`src/rtl/ps2_host_tx.sv`:
```
`timescale 1ns/1ps
`default_nettype none
// +----------------------------------------------------------------------------+
// | Module      : ps2_host_tx                                                  |
// | Description : Host-to-device PS/2 transmitter. Inhibits the bus, sends a   |
// |               start bit, 8 data bits LSB first, odd parity and a stop bit  |
// |               clocked by the device, then checks the device ACK. Lines are |
// |               driven open-drain style through low-enables only.            |
// | Options     : define PS2_TX_RETRY_EN to retry a byte once after a NACK or  |
// |               timeout before reporting err.                                |
// | Revision    : 1.0  initial release                                         |
// +----------------------------------------------------------------------------+
module ps2_host_tx #(
  parameter int INHIBIT_CYCLES = 12000,
  parameter int TIMEOUT_CYCLES = 2000000
) (
  input  logic       clk,
  input  logic       rst,
  input  logic       tx_valid,
  input  logic [7:0] tx_data,
  output logic       tx_ready,
  output logic       busy,
  output logic       done,
  output logic       err,
  input  logic       PS2_clk_in,
  input  logic       PS2_data_in,
  output logic       PS2_clk_drive_low,
  output logic       PS2_data_drive_low
);

  localparam int INH_W = (INHIBIT_CYCLES > 2) ? $clog2(INHIBIT_CYCLES) : 2;
  localparam int TMO_W = (TIMEOUT_CYCLES > 2) ? $clog2(TIMEOUT_CYCLES) : 2;
  localparam logic [INH_W-1:0] INH_LAST = INH_W'(INHIBIT_CYCLES - 1);
  localparam logic [INH_W-1:0] INH_PRE  = INH_W'(INHIBIT_CYCLES - 2);
  localparam logic [TMO_W-1:0] TMO_LAST = TMO_W'(TIMEOUT_CYCLES - 1);

  typedef enum logic [2:0] {
    IDLE      = 3'd0,
    INHIBIT   = 3'd1,
    START     = 3'd2,
    SHIFT     = 3'd3,
    STOP      = 3'd4,
    ACK       = 3'd5,
    WAIT_IDLE = 3'd6
  } state_t;

  state_t           state;
  logic [1:0]       clk_sync;
  logic [1:0]       data_sync;
  logic             clk_prev;
  logic [8:0]       frame;      // {parity, data}; index = number of edges already seen
  logic [3:0]       edge_cnt;
  logic [INH_W-1:0] inh_cnt;
  logic [TMO_W-1:0] tmo_cnt;
`ifdef PS2_TX_RETRY_EN
  logic             retry;
`endif

  logic fall_edge;
  logic timed_out;
  logic nack;
  logic fail;

  assign fall_edge = clk_prev & ~clk_sync[1];
  // Only device-clocked phases can time out; the inhibit phase is host-driven.
  assign timed_out = (state != IDLE) && (state != INHIBIT) && !fall_edge &&
                     (tmo_cnt >= TMO_LAST);
  assign nack      = (state == ACK) && fall_edge && data_sync[1];
  assign fail      = timed_out | nack;

  // Two-flop synchronizers on both pads plus a delayed clk copy for edge detect.
  always_ff @(posedge clk) begin
    if (rst) begin
      clk_sync  <= 2'b11;
      data_sync <= 2'b11;
      clk_prev  <= 1'b1;
    end else begin
      clk_sync  <= {clk_sync[0], PS2_clk_in};
      data_sync <= {data_sync[0], PS2_data_in};
      clk_prev  <= clk_sync[1];
    end
  end

  // Transfer sequencer with registered handshake and line-drive outputs.
  always_ff @(posedge clk) begin
    if (rst) begin
      state              <= IDLE;
      tx_ready           <= 1'b1;
      busy               <= 1'b0;
      done               <= 1'b0;
      err                <= 1'b0;
      PS2_clk_drive_low  <= 1'b0;
      PS2_data_drive_low <= 1'b0;
      frame              <= '0;
      edge_cnt           <= '0;
      inh_cnt            <= '0;
      tmo_cnt            <= '0;
`ifdef PS2_TX_RETRY_EN
      retry              <= 1'b0;
`endif
    end else begin
      done <= 1'b0;
      err  <= 1'b0;
      // Our own inhibit pull produces a falling edge; it must not restart the budget.
      if (state != IDLE) begin
        tmo_cnt <= (fall_edge && state != INHIBIT) ? '0 : tmo_cnt + TMO_W'(1);
      end

      case (state)
        IDLE: begin
          tx_ready           <= 1'b1;
          busy               <= 1'b0;
          PS2_clk_drive_low  <= 1'b0;
          PS2_data_drive_low <= 1'b0;
          if (tx_valid && tx_ready) begin
            frame             <= {~^tx_data, tx_data};
            tx_ready          <= 1'b0;
            busy              <= 1'b1;
            PS2_clk_drive_low <= 1'b1;
            inh_cnt           <= '0;
            tmo_cnt           <= '0;
            edge_cnt          <= '0;
`ifdef PS2_TX_RETRY_EN
            retry             <= 1'b0;
`endif
            state             <= INHIBIT;
          end
        end
        INHIBIT: begin
          inh_cnt <= inh_cnt + INH_W'(1);
          if (inh_cnt == INH_PRE) PS2_data_drive_low <= 1'b1;
          if (inh_cnt == INH_LAST) begin
            PS2_clk_drive_low <= 1'b0;
            state             <= START;
          end
        end
        START, SHIFT: begin
          if (fall_edge) begin
            PS2_data_drive_low <= ~frame[edge_cnt];
            edge_cnt           <= edge_cnt + 4'd1;
            state              <= (edge_cnt == 4'd8) ? STOP : SHIFT;
          end
        end
        STOP: begin
          if (fall_edge) begin
            PS2_data_drive_low <= 1'b0;
            edge_cnt           <= 4'd10;
            state              <= ACK;
          end
        end
        ACK: begin
          if (fall_edge) begin
            edge_cnt <= 4'd11;
            if (!data_sync[1]) state <= WAIT_IDLE;
          end
        end
        WAIT_IDLE: begin
          if (clk_sync[1] && data_sync[1]) begin
            done  <= 1'b1;
            busy  <= 1'b0;
            state <= IDLE;
          end
        end
        default: state <= IDLE;
      endcase

      // Failure overrides whatever the phase logic decided this cycle.
      if (fail) begin
        done               <= 1'b0;
        edge_cnt           <= '0;
        PS2_clk_drive_low  <= 1'b0;
        PS2_data_drive_low <= 1'b0;
`ifdef PS2_TX_RETRY_EN
        if (!retry) begin
          retry             <= 1'b1;
          PS2_clk_drive_low <= 1'b1;
          inh_cnt           <= '0;
          tmo_cnt           <= '0;
          state             <= INHIBIT;
        end else
`endif
        begin
          err   <= 1'b1;
          busy  <= 1'b0;
          state <= IDLE;
        end
      end
    end
  end

endmodule
`default_nettype wire
```
`config.mk`:
```
export PLATFORM = sky130hd
export DESIGN_NAME = ps2_host_tx
export DESIGN_NICKNAME = d
export VERILOG_FILES = /design/src/rtl/ps2_host_tx.sv
export SDC_FILE = /design/constraint.sdc
export NUM_CORES = 1
export LEC_CHECK = 0
export ABC_AREA = 1
export BUFFER_PORTS_ARGS = -buffer_cell sky130_fd_sc_hd__buf_4
export CAP_MARGIN = 30
export CORE_AREA = 2 2 83 85
export DETAILED_ROUTE_END_ITERATION = 7
export DIE_AREA = 0 0 85 87
export GPL_TIMING_DRIVEN = 0
export HOLD_SLACK_MARGIN = 0.1
export PLACE_DENSITY = 0.74
export SETUP_SLACK_MARGIN = 0.1
export SLEW_MARGIN = 5
export SYNTH_ARGS = -nofsm -noshare
export SYNTH_HDL_FRONTEND = slang
export SYNTH_SLANG_ARGS = --single-unit
```
`constraint.sdc`:
```
create_clock -name clk -period 1.7 [get_ports clk]
set_clock_uncertainty 0.2 [all_clocks]
set_input_delay 0.17 -clock clk [delete_from_list [all_inputs] [get_ports clk]]
set_output_delay 0.17 -clock clk [all_outputs]
set_load 0.01 [all_outputs]
```
==> flow_summary.yaml <==
final_layout:
  final_common_cell: "nand2_1"
  area_delta_synth_final_pct: 42.49
  antenna_cells: 0
  final_area_sq_um: 4951
  nFillCells: 472
  layout.cells.non_filler: 689
  drive_gt1_share_pct: 34.98
  nets: 623
  final_cell_mix: "110 x nand2_1, 58 x inv_1, 51 x buf_4"
sta:
  hold_viol_final: 0
  tightest_slew_ps: 800.9
  slew_headroom_pct: 46.61
  whs_ps: 214.8
  setup_viol: 18
  fmax_ghz: 0.5579
  report.final.slew_viol_count: 0
  period_share_pct: 105.4
  period_needed_ps: 1793
  grt_setup_unrepaired: "true"
  worst_slack_ps: -92.55
clocking:
  cts_sinks: 62
  clk_pin_slew_ps: 70
  h-tree-depth: 3
  clk_latency_ps: 350
  clock_path_buffers: 2
  cts_tree: "done"
  numCtsBuffers: 9
  cts_root_buf: "clkbuf_8"
placed_design:
  globalplace.congestion: 0.9623
  placed_cell_area_sq_um: 3726
  placedCellCount: 617
  place_ws_ps: -134.6
  port_buffers: 17
  place_hpwl_mm: 6.151
grt:
  grt_pass1_wl_mm: 16.11
  grt.total_usage_pct: 27.37
  antenna_found_initial: 0
  grt_pass1_vias: 3601
  grt_max_degree: 11
  overflow: 0
die:
  fp-row-count: 30
  die-area_sq_um: 7395
  die-height_um: 87
  coreArea_sq_um: 6569
  die_width_um: 85
  start_util_pct: 52.90
  pin_count: 19
setup_path:
  max_stage_delay_ps: 460
  critPathMaxFanout: 5
  worst-path-buf-inv: 0
  required_ps: 1740
  crit_type: "reg2reg"
  cpMaxStageDelayCell: "dfxtp_1"
  crit_chain: "nand2_1 > nor3_2 > nand3_1 > nand2_1 > a21boi_0 > a21oi_1 > nor2_1"
  worstSetupEndpointType: "register"
  cpMostUsedCell: "nand2_1"
  crit_path_start_kind: "register"
  arrival_ps: 1830
  cp_top_family: "simple AND/OR/NAND/NOR gates"
logic_synthesis:
  post-synth-top-area-cell: "dfxtp_1"
  synth.distinct_cells: 42
  avgSynthCellArea_sq_um: 6.682
  syn_area_sq_um: 3475
  synth_top_area_share_pct: 35.72
  ys_seq_area_share_pct: 35.72
  synth-seq-cells: 62
  yosys-top-cells-area: "dfxtp_1 36%, nand2_1 14%, inv_1 6.9%"
  syn_nets: 538
  syn_inst: 520
  yosysWarnings: 0
run:
  max_cap_violations: 0
power:
  total_leakage_power_nw: 2.012
  powerDensity_nw_per_um2: 1198
  ir_drop_mv: 0.6798
detailed_routing:
  drt-pass1-iter-count: 5
  wl_mm: 11.28
  routedWlPerCell_um: 16.37
  vias: 3938
  antenna_left: 0
  drt-vias-per-instance: 5.716
  drtIter0Drc: 211
  drc: 0
worst_hold_path:
  hold_path.class: "in2reg"
status:
  violations: "setup timing"
  outcome: "finished with violations"
[stage by stage]
| step | total power (W) | utilization, % | setup TNS [ps] |
|---|---|---|---|
| 3_5_place_dp | 0.003532 | 56.72 | -2241 |
| 3_3_place_gp | 0.003489 | 56.72 | -1721 |
| 6_report | 0.005932 | 75.37 | -971.7 |
| 4_1_cts | 0.005078 | 67.49 | -51.60 |
| 2_1_floorplan | 0.003070 | - | 0 |
| 5_1_grt | 0.006204 | 75.37 | -3078 |
[state kept, by name (all words and copies together), names as in the netlist]
name,count
tmo_cnt,21
inh_cnt,14
frame,9
edge_cnt,4
state,3
clk_sync,2
data_sync,2
PS2_clk_drive_low,1
PS2_data_drive_low,1
busy,1
clk_prev,1
done,1
err,1
tx_ready,1
[repair_timing]
item,in CTS,in global routing
hold buffers,12,0
gates cloned,1,1
gates resized for setup,66,113
pin swaps,18,34
endpoints found under the hold margin,12,0
setup endpoints to repair,53,52
buffers inserted,26,18
[worst paths after layout]
kind	start	to	slack [ps]	cells past startpoint
hold / removal	tx_valid	tmo_cnt[5]	210	6
hold reg to reg	data_sync[0]	data_sync[1]	220	1
setup / recovery	inh_cnt[6]	PS2_data_drive_low	-90	7
setup reg to reg	inh_cnt[6]	PS2_data_drive_low	-90	7
[Yosys cell counts (all sizes together)]
cell / count
nand2: 140
inv: 69
dfxtp: 62
nor2: 54
o21ai: 40
nand3: 39
a21oi: 38
nor3: 13
nand4: 12
buf: 7
or2: 6
xnor2: 6
clkbuf: 5
ha: 5
a221oi: 4
a31oi: 3
a21boi: 2
xor2: 2
a211oi: 1
a22oi: 1
a32oi: 1
a41oi: 1
and3: 1
clkinv: 1
nand3b: 1
nor3b: 1
nor4: 1
o211ai: 1
o21a: 1
o221ai: 1
o22ai: 1
[report_power, final]
| part | switching (W) | internal, W | total [W] |
|---|---|---|---|
| Sequential | 0.000141 | 0.00163 | 0.00177 |
| Combinational | 0.00164 | 0.00125 | 0.00290 |
| Clock | 0.000578 | 0.000683 | 0.00126 |
[logic make-up after synthesis]
| kind of cell | after synthesis | share of synthesized area (%) |
|---|---|---|
| and+or+nand+nor | 268 | 35.11 |
| AOI/OAI and AO/OA | 95 | 15.48 |
| buffers and inverters | 82 | 9.867 |
| DFF | 62 | 35.72 |
| xor gates and xnor gates | 8 | 2.017 |
| adders and majority gates | 5 | 1.801 |
[layout make-up]
type                    count  area [sq um]  area share [%]
plain buffers              12         105.1           2.123
clock buffers              15         186.4           3.765
inverters                  70         290.3           5.863
multi-input cells         376          2331           47.08
flip-flops and latches     62          1289           26.03
well taps                  80         100.1           2.022
repair buffers             74         649.4           13.12
[worst reg2reg max path, stage by stage, from the launching register on]
cell      delay (ps)
dfxtp_1          460
nand2_1          140
nor3_2           270
nand3_1          170
nand2_1           90
a21boi_0         110
a21oi_1          190
nor2_1            60
[routing by layer]
layer	GRT usage, %	vias up	wire length (um)	share of wire, %
met2	49.57	173	5834	52
li1	-	1872	-	-
met1	30.59	1849	4437	39
met5	0	-	0	0
met3	5.118	44	549	4.9
met4	13.85	0	460	4.1
Power figures use the tool's default switching activity.
